## src/rtl/ssi_encoder_emulator.sv

```systemverilog
// SSI slave that emulates an absolute encoder: answers a clock burst on ssi_c by shifting out a latched position word.
// Optional feature: define SSI_EMU_GRAY_EN to Gray-code the latched snapshot.
module ssi_encoder_emulator #(
  parameter int DATA_BITS       = 28,
  parameter int MONOFLOP_CYCLES = 2000
) (
  input  logic                 clk_100m,
  input  logic                 rst_syn,
  input  logic                 ssi_c,
  output logic                 ssi_d,
  input  logic [DATA_BITS-1:0] pos_value,
  input  logic                 pos_update,
  output logic                 busy,
  output logic [15:0]          frame_cnt,
  output logic [7:0]           abort_cnt
);

  localparam int MONO_W = $clog2(MONOFLOP_CYCLES + 1);
  localparam int BIT_W  = $clog2(DATA_BITS + 1);

  typedef enum logic [1:0] {
    ST_IDLE,
    ST_SHIFT,
    ST_MONO
  } state_t;

  logic [1:0]           sync_q;
  logic                 hist_q;
  logic                 fall;
  logic                 rise;

  state_t               state_q, state_d;
  logic [DATA_BITS-1:0] pos_hold_q;
  logic [DATA_BITS-1:0] shreg_q, shreg_d;
  logic [DATA_BITS-1:0] snapshot;
  logic [BIT_W-1:0]     bit_cnt_q, bit_cnt_d;
  logic [MONO_W-1:0]    mono_cnt_q, mono_cnt_d;
  logic                 ssi_d_q, ssi_d_d;
  logic [15:0]          frame_cnt_q, frame_cnt_d;
  logic [7:0]           abort_cnt_q, abort_cnt_d;
  logic                 mono_done;

  assign fall      = hist_q & ~sync_q[1];
  assign rise      = ~hist_q & sync_q[1];
  assign mono_done = (mono_cnt_q == MONO_W'(MONOFLOP_CYCLES));

`ifdef SSI_EMU_GRAY_EN
  assign snapshot = pos_hold_q ^ (pos_hold_q >> 1);
`else
  assign snapshot = pos_hold_q;
`endif

  // NOTE: every variable gets a default before the case, so no path can leave one unassigned and infer a latch.
  always_comb begin
    state_d     = state_q;
    shreg_d     = shreg_q;
    bit_cnt_d   = bit_cnt_q;
    mono_cnt_d  = mono_cnt_q;
    ssi_d_d     = ssi_d_q;
    frame_cnt_d = frame_cnt_q;
    abort_cnt_d = abort_cnt_q;

    case (state_q)
      ST_IDLE: begin
        ssi_d_d    = 1'b1;
        mono_cnt_d = '0;
        if (fall) begin
          shreg_d   = snapshot;
          bit_cnt_d = '0;
          state_d   = ST_SHIFT;
        end
      end

      ST_SHIFT: begin
        if (rise) begin
          mono_cnt_d = '0;
          if (bit_cnt_q == BIT_W'(DATA_BITS)) begin
            // Extra rise after the last data bit: drive the monoflop level.
            ssi_d_d     = 1'b0;
            frame_cnt_d = frame_cnt_q + 16'd1;
            state_d     = ST_MONO;
          end else begin
            ssi_d_d   = shreg_q[DATA_BITS-1];
            shreg_d   = shreg_q << 1;
            bit_cnt_d = bit_cnt_q + BIT_W'(1);
          end
        end else if (fall) begin
          mono_cnt_d = '0;
        end else if (mono_done) begin
          if (abort_cnt_q != 8'hFF) abort_cnt_d = abort_cnt_q + 8'd1;
          ssi_d_d = 1'b1;
          state_d = ST_IDLE;
        end else begin
          mono_cnt_d = mono_cnt_q + MONO_W'(1);
        end
      end

      ST_MONO: begin
        ssi_d_d = 1'b0;
        // Edges only retrigger the monoflop; a burst here is never answered.
        if (fall || rise) begin
          mono_cnt_d = '0;
        end else if (mono_done) begin
          ssi_d_d = 1'b1;
          state_d = ST_IDLE;
        end else begin
          mono_cnt_d = mono_cnt_q + MONO_W'(1);
        end
      end

      default: begin
        ssi_d_d = 1'b1;
        state_d = ST_IDLE;
      end
    endcase
  end

  // NOTE: sequential state uses non-blocking assignments so all registers update from pre-edge values.
  always_ff @(posedge clk_100m) begin
    if (rst_syn) begin
      // NOTE: synchronizer and history preset to the idle level so reset release never fakes a fall.
      sync_q      <= 2'b11;
      hist_q      <= 1'b1;
      state_q     <= ST_IDLE;
      pos_hold_q  <= '0;
      shreg_q     <= '0;
      bit_cnt_q   <= '0;
      mono_cnt_q  <= '0;
      ssi_d_q     <= 1'b1;
      frame_cnt_q <= '0;
      abort_cnt_q <= '0;
    end else begin
      sync_q      <= {sync_q[0], ssi_c};
      hist_q      <= sync_q[1];
      state_q     <= state_d;
      if (pos_update) pos_hold_q <= pos_value;
      shreg_q     <= shreg_d;
      bit_cnt_q   <= bit_cnt_d;
      mono_cnt_q  <= mono_cnt_d;
      ssi_d_q     <= ssi_d_d;
      frame_cnt_q <= frame_cnt_d;
      abort_cnt_q <= abort_cnt_d;
    end
  end

  assign ssi_d     = ssi_d_q;
  assign busy      = (state_q != ST_IDLE);
  assign frame_cnt = frame_cnt_q;
  assign abort_cnt = abort_cnt_q;

endmodule

```

## config.mk

```make
export PLATFORM = sky130hd
export DESIGN_NAME = ssi_encoder_emulator
export DESIGN_NICKNAME = d
export VERILOG_FILES = /design/src/rtl/ssi_encoder_emulator.sv
export SDC_FILE = /design/constraint.sdc
export NUM_CORES = 1
export LEC_CHECK = 0
export BUFFER_PORTS_ARGS = -buffer_cell sky130_fd_sc_hd__buf_2
export CELL_PAD_IN_SITES_DETAIL_PLACEMENT = 0
export CELL_PAD_IN_SITES_GLOBAL_PLACEMENT = 2
export CORE_ASPECT_RATIO = 1.4
export CORE_MARGIN = 8
export CORE_UTILIZATION = 30
export DETAILED_ROUTE_END_ITERATION = 8
export GPL_ROUTABILITY_DRIVEN = 0
export GPL_TIMING_DRIVEN = 0
export PLACE_DENSITY = 0.77
export SETUP_SLACK_MARGIN = 0.2
export SLEW_MARGIN = 10
export SYNTH_ARGS = -nofsm -noshare
export SYNTH_HDL_FRONTEND = slang
export SYNTH_SLANG_ARGS = --single-unit
```

## constraint.sdc

```tcl
create_clock -name clk_100m -period 3.3 [get_ports clk_100m]
set_clock_uncertainty 0.15 [all_clocks]
set_input_delay 0.165 -clock clk_100m [delete_from_list [all_inputs] [get_ports clk_100m]]
set_output_delay 0.165 -clock clk_100m [all_outputs]
set_load 0.02 [all_outputs]
```

==> impl_metrics.ini, run 1 <==
[outcome]
status = complete, no violations

[setup_path]
worstSetupEndpointType = flop
r2r-start = state_q[1]$_SDFFE_PP0P_
critPathLaunch = state_q[1]$_SDFFE_PP0P_
crit_required_ns = 3.42
critical_path_arrival_ns = 2.94
startpoint_type = flop
cp_max_fo = 10
critPathKind = flop to flop

[pwr]
power_mw = 3.19
seqPwrFrac = 0.442
vdd_drop_max_uv = 291
cellPowerDensity_mw_per_mm2 = 548
swShare = 0.292
power.switching_uw = 930
pwr-share-comb = 0.191
pwr-share-clk = 0.367
intPower_mw = 2.26
p_leak_nw = 2.15

[synth]
synthFlopType = dfxtp_1
synth.distinct_cells = 47
yosys_warnings = 0
syn-cell-area_mm2 = 0.00468
synth_compound_area_frac = 0.167
synth_top_family_by_area = simple AND/OR/NAND/NOR gates
synthSimpleGateAreaFrac = 0.175
ys_seq_area_frac = 0.436
synthArstFlopShare = 0
synthMuxAreaShare = 0.122
ys_seq_elements = 102
syn-num-nets = 557
synth_xor_xnor_area_share = 0.0168
syn_inst = 511
avgSynthCellArea_um2 = 9.16
synth_edf_count = 0
synth_fa_ha_area_frac = 0.0374

[timing]
max_freq_ghz = 0.354
post-route-min-period_ns = 2.83
setup_ws_ns = 0.473
rsz0062_at_grt = false
drv_slew = 0
max_slew_margin = 0.465
finalSetupViolCount = 0
finalCritPeriodShare = 0.857
fin_setup_tns_ns = 0
hold_viol_final = 0
worstMarginPinSlew_ns = 0.803

[placed_design]
pre_cts_slack_ns = 0.441
dpl.cell_count = 763
place_area_mm2 = 0.00521
dp_hpwl_mm = 8.64
port_buffers = 56

[floorplanning]
core_region_area_mm2 = 0.0154
die_h_um = 164
row_count = 54
chipWidth_um = 122
start_util = 0.304
ios = 58
die_area_mm2 = 0.0199

[clock_tree]
cts_tree = built
cts_buffer_depth = 2
cts_buffers = 9
clock-sinks = 102
path_clk_slew_ns = 0.07
root_buffer = clkbuf_16
clkLatencyLatePin_ns = 0.36
htreeDepth = 3

[hold_path]
hold_start = rst_syn
hp-class = input port to flop

[grt]
grt_usage = 0.123
grt-ovfl-total = 0
grt_max_degree = 18
grt_pass1_wl_mm = 20.0
grt_pass1_vias = 4202
antenna_found_initial = 0

[layout]
final_common_cell = dfxtp_1
fillers = 1576
drive_gt1_frac = 0.142
regArea_mm2 = 0.00204
area_growth_pct = 24.3
layout.nets = 653
multi_input_area_mm2 = 0.00243
stdcell_count = 808
layout_common_cells = 102 x dfxtp_1, 57 x a21oi_1, 56 x mux2i_1, 56 x buf_2, 45 x nor2_1
n_antenna_cell = 0
final_cell_area_mm2 = 0.00582

[detailed_routing]
ant_nets = 0
wl_per_cell_um = 14.7
totalWireLength_mm = 11.9
drc = 0
viasPerCell = 5.05
via_count = 4084
drt_iter0_markers = 190
drt-pass1-iter-count = 5

[run]
max-cap-violations = 0
## cell families after synthesis
logic type                 Yosys count
xor gates and xnor gates             9
DFF                                102
adders and majority gates           14
buffers and inverters               53
AOI/OAI and AO/OA                  126
muxes                               57
and+or+nand+nor                    150
## what timing repair did
item | in CTS | in global routing
setup endpoints to repair | 0 | 10
hold buffers | 29 | 0
buffers inserted | 0 | 0
resized for setup | 0 | 2
hold endpoints to repair | 29 | 0
## worst paths after layout
check / end / slack (ns) / cells after the start
worst min-delay path: mono_cnt_q[8]$_SDFFE_PP0P_ / 0.04 / 3
worst max register to register: shreg_q[24]$_SDFFE_PP0P_ / 0.47 / 8
worst min register to register: sync_q[1]$_SDFF_PP1_ / 0.27 / 1
worst max-delay path: shreg_q[24]$_SDFFE_PP0P_ / 0.47 / 8
## sequential cells by signal, indices dropped and copies added (netlist names)
register and flops:
abort_cnt 8, bit_cnt_q 5, frame_cnt 16, hist_q 1, mono_cnt_q 11, pos_hold_q 28
shreg_q 28, ssi_d 1, state_q 2, sync_q 2
## per-stage QoR
stage	hold WS (ns)	utilization
after floorplan	0.119	-
after global placement	0.210	0.338
after detailed placement	0.211	0.338
after CTS	0.0381	0.378
after global routing	0.0776	0.378
final	0.0442	0.378
## cell usage after synthesis, types with 5 or more instances
master	count	area [um2]
a211oi_1	27	203
a21oi_1	57	285
and2_1	5	31.3
and4_1	5	43.8
clkbuf_1	28	105
dfxtp_1	102	2040
ha_1	14	175
inv_1	19	71.3
mux2i_1	56	561
nand2_1	16	60.1
nand3_1	17	85.1
nand4_1	11	68.8
nor2_1	45	169
o21ai_0	11	55.1
o31ai_1	12	90.1
or3_1	6	37.5
or4_1	15	113
xnor2_1	5	43.8
## critical path, stage by stage (launching register included)
cell and delay (ns):
dfxtp_1 0.40, inv_1 0.10, ha_1 0.23, and2_1 0.17, clkbuf_1 0.16, a21oi_1 0.55, nor2_1 0.35, clkbuf_1 0.32
a211oi_1 0.30
## layer usage
| metal | wire (um) | GRT usage | vias up |
|---|---|---|---|
| met2 | 5830 | 0.208 | 59 |
| met4 | 266 | 0.0698 | 0 |
| li1 | - | - | 2073 |
| met3 | 497 | 0.0261 | 16 |
| met1 | 5270 | 0.142 | 1936 |
| met5 | 0 | 0 | - |
## layout make-up
type / count / area share
multi-input combinational: 356 / 0.417
inverter: 19 / 0.0122
buffer: 34 / 0.0247
tap: 196 / 0.0421
clock inverter: 7 / 0.0168
timing repair buffer: 85 / 0.0980
sequential: 102 / 0.351
clock buffer: 9 / 0.0387
## power by group through the flow
stage / registers, mW / clock network (mW) / logic (mW)
floorplan: 1.42 / 0 / 0.438
global placement: 1.44 / 0 / 0.574
detailed placement: 1.44 / 0 / 0.588
CTS: 1.41 / 1.20 / 0.617
global route: 1.43 / 1.25 / 0.684
finish: 1.41 / 1.17 / 0.609
(Power assumes the default switching activity.)
==> inputs of run 2 (changes only) <==
==> config.mk (replaced) <==
export PLATFORM = sky130hd
export DESIGN_NAME = ssi_encoder_emulator
export DESIGN_NICKNAME = d
export VERILOG_FILES = /design/src/rtl/ssi_encoder_emulator.sv
export SDC_FILE = /design/constraint.sdc
export NUM_CORES = 1
export LEC_CHECK = 0
export BUFFER_PORTS_ARGS = -buffer_cell sky130_fd_sc_hd__buf_4
export CELL_PAD_IN_SITES_DETAIL_PLACEMENT = 1
export CELL_PAD_IN_SITES_GLOBAL_PLACEMENT = 1
export CORE_ASPECT_RATIO = 1.4
export CORE_MARGIN = 8
export CORE_UTILIZATION = 30
export CTS_CLUSTER_SIZE = 40
export DETAILED_ROUTE_END_ITERATION = 8
export GPL_ROUTABILITY_DRIVEN = 0
export GPL_TIMING_DRIVEN = 0
export PLACE_DENSITY = 0.66
export SETUP_SLACK_MARGIN = 0.2
export SLEW_MARGIN = 10
export SYNTH_ARGS = -nofsm -noshare
export SYNTH_HDL_FRONTEND = slang
export SYNTH_SLANG_ARGS = --single-unit
==> run 2 against run 1 <==
  * Die area unchanged
  * Largest cell class unchanged
  * Largest power group unchanged
  * Design area up 2.1%
  * Clock-buffer cell count up 4
  * First-iteration DRC count down 16%
==> impl_metrics.ini, run 2 (synthesis results as in run 1) <==
[hold_path]
hold_depth = 3
hp-class = input port to flop

[placed_design]
port_buffers = 56
dp_hpwl_mm = 9.30
dpl.cell_count = 763
pre_cts_slack_ns = 0.376

[detailed_routing]
drc = 0
wl_per_cell_um = 15.6
drt-pass1-iter-count = 7
viasPerCell = 5.12
drt_iter0_markers = 159
via_count = 4134
totalWireLength_mm = 12.6
ant_nets = 0

[layout]
regArea_mm2 = 0.00204
stdcell_count = 808
final_common_cell = dfxtp_1
area_growth_pct = 27.0
layout_common_cells = 102 x dfxtp_1, 56 x a21oi_1, 56 x mux2i_1, 56 x buf_4, 45 x nor2_1
fillers = 1807
drive_gt1_frac = 0.142
n_antenna_cell = 0
multi_input_area_mm2 = 0.00243
layout.nets = 653

[setup_path]
critical_path_arrival_ns = 2.81
worstSetupEndpointType = flop
rrSetupSlack_ns = 0.60
critPathKind = flop to flop
reg2reg_depth = 7
startpoint_type = flop
crit_required_ns = 3.41
cp_max_fo = 10

[pwr]
pwr-share-comb = 0.203
vdd_drop_max_uv = 247
p_leak_nw = 2.17
intPower_mw = 2.24
swShare = 0.288
pwr-share-clk = 0.347
seqPwrFrac = 0.450
cellPowerDensity_mw_per_mm2 = 529
power.switching_uw = 906

[timing]
finalCritPeriodShare = 0.818
finalSetupViolCount = 0
max_freq_ghz = 0.370
hold_viol_final = 0
setup_ws_ns = 0.599
post-route-min-period_ns = 2.70
drv_slew = 0
fin_setup_tns_ns = 0
max_slew_margin = 0.470
rsz0062_at_grt = false
worstMarginPinSlew_ns = 0.794

[run]
max-cap-violations = 0

[grt]
grt_pass1_vias = 4434
grt_usage = 0.129
grt-ovfl-total = 0
antenna_found_initial = 0
grt_max_degree = 16
grt_pass1_wl_mm = 21.4

[floorplanning]
row_count = 54
die_h_um = 164
core_region_area_mm2 = 0.0154
ios = 58
start_util = 0.304
die_area_mm2 = 0.0199
chipWidth_um = 122

[clock_tree]
clock-sinks = 102
cts_buffer_depth = 2
clkLatencyLatePin_ns = 0.34
path_clk_slew_ns = 0.07
cts_buffers = 9
htreeDepth = 3
post-cts-setup-buffer-count = 0
root_buffer = clkbuf_16
cts_tree = built

[outcome]
status = complete, no violations
[run 2: power by group through the flow]
stage          clock, mW  combinational (mW)  sequential [mW]
6_report            1.09               0.638             1.41
5_1_grt             1.16               0.723             1.43
4_1_cts             1.12               0.643             1.41
3_5_place_dp           0               0.613             1.44
2_1_floorplan          0               0.438             1.42
3_3_place_gp           0               0.583             1.43
[run 2: final timing paths]
path / startpoint / end
setup / recovery: state_q[1]$_SDFFE_PP0P_ / mono_cnt_q[2]$_SDFFE_PP0P_
hold / removal: rst_syn / mono_cnt_q[8]$_SDFFE_PP0P_
setup reg to reg: state_q[1]$_SDFFE_PP0P_ / mono_cnt_q[2]$_SDFFE_PP0P_
hold reg to reg: sync_q[0]$_SDFF_PP1_ / sync_q[1]$_SDFF_PP1_
[run 2: what timing repair did]
item                                   in CTS  in global routing
endpoints found under the hold margin      29                  0
setup endpoints to repair                   0                 15
resized for setup                           0                  5
hold buffers                               29                  0
[run 2: worst max-delay path, stage by stage (launching register included)]
cell and delay, ns:
dfxtp_1 0.34, inv_1 0.11, ha_1 0.23, clkbuf_1 0.36, or3b_2 0.48, a21boi_1 0.42, o21bai_1 0.32, a21oi_1 0.21
[run 2: final cells by class]
type	count	share of cell area
clock buffers	13	0.0438
well taps	196	0.0412
flip-flops and latches	102	0.343
plain buffers	34	0.0244
clock inverters	3	0.00715
multi-input cells	356	0.409
repair buffers	85	0.119
inverters	19	0.0120
[run 2: metrics by stage]
| step | util | cell area, um2 | hold slack [ns] | total power, mW |
|---|---|---|---|---|
| 2_1_floorplan | - | 4680 | 0.119 | 1.86 |
| 3_3_place_gp | 0.347 | 5350 | 0.211 | 2.02 |
| 3_5_place_dp | 0.347 | 5350 | 0.207 | 2.06 |
| 4_1_cts | 0.386 | 5940 | 0.0148 | 3.18 |
| 5_1_grt | 0.386 | 5950 | 0.0323 | 3.32 |
| 6_report | 0.386 | 5950 | 0.0198 | 3.14 |
[run 2: layer usage]
layer / global-route usage / wire length [um] / vias to the layer above
li1: - / - / 2056
met1: 0.150 / 5500 / 2008
met2: 0.233 / 6480 / 64
met3: 0.0272 / 534 / 6
met4: 0.0366 / 108 / 0
met5: 0 / 0 / -
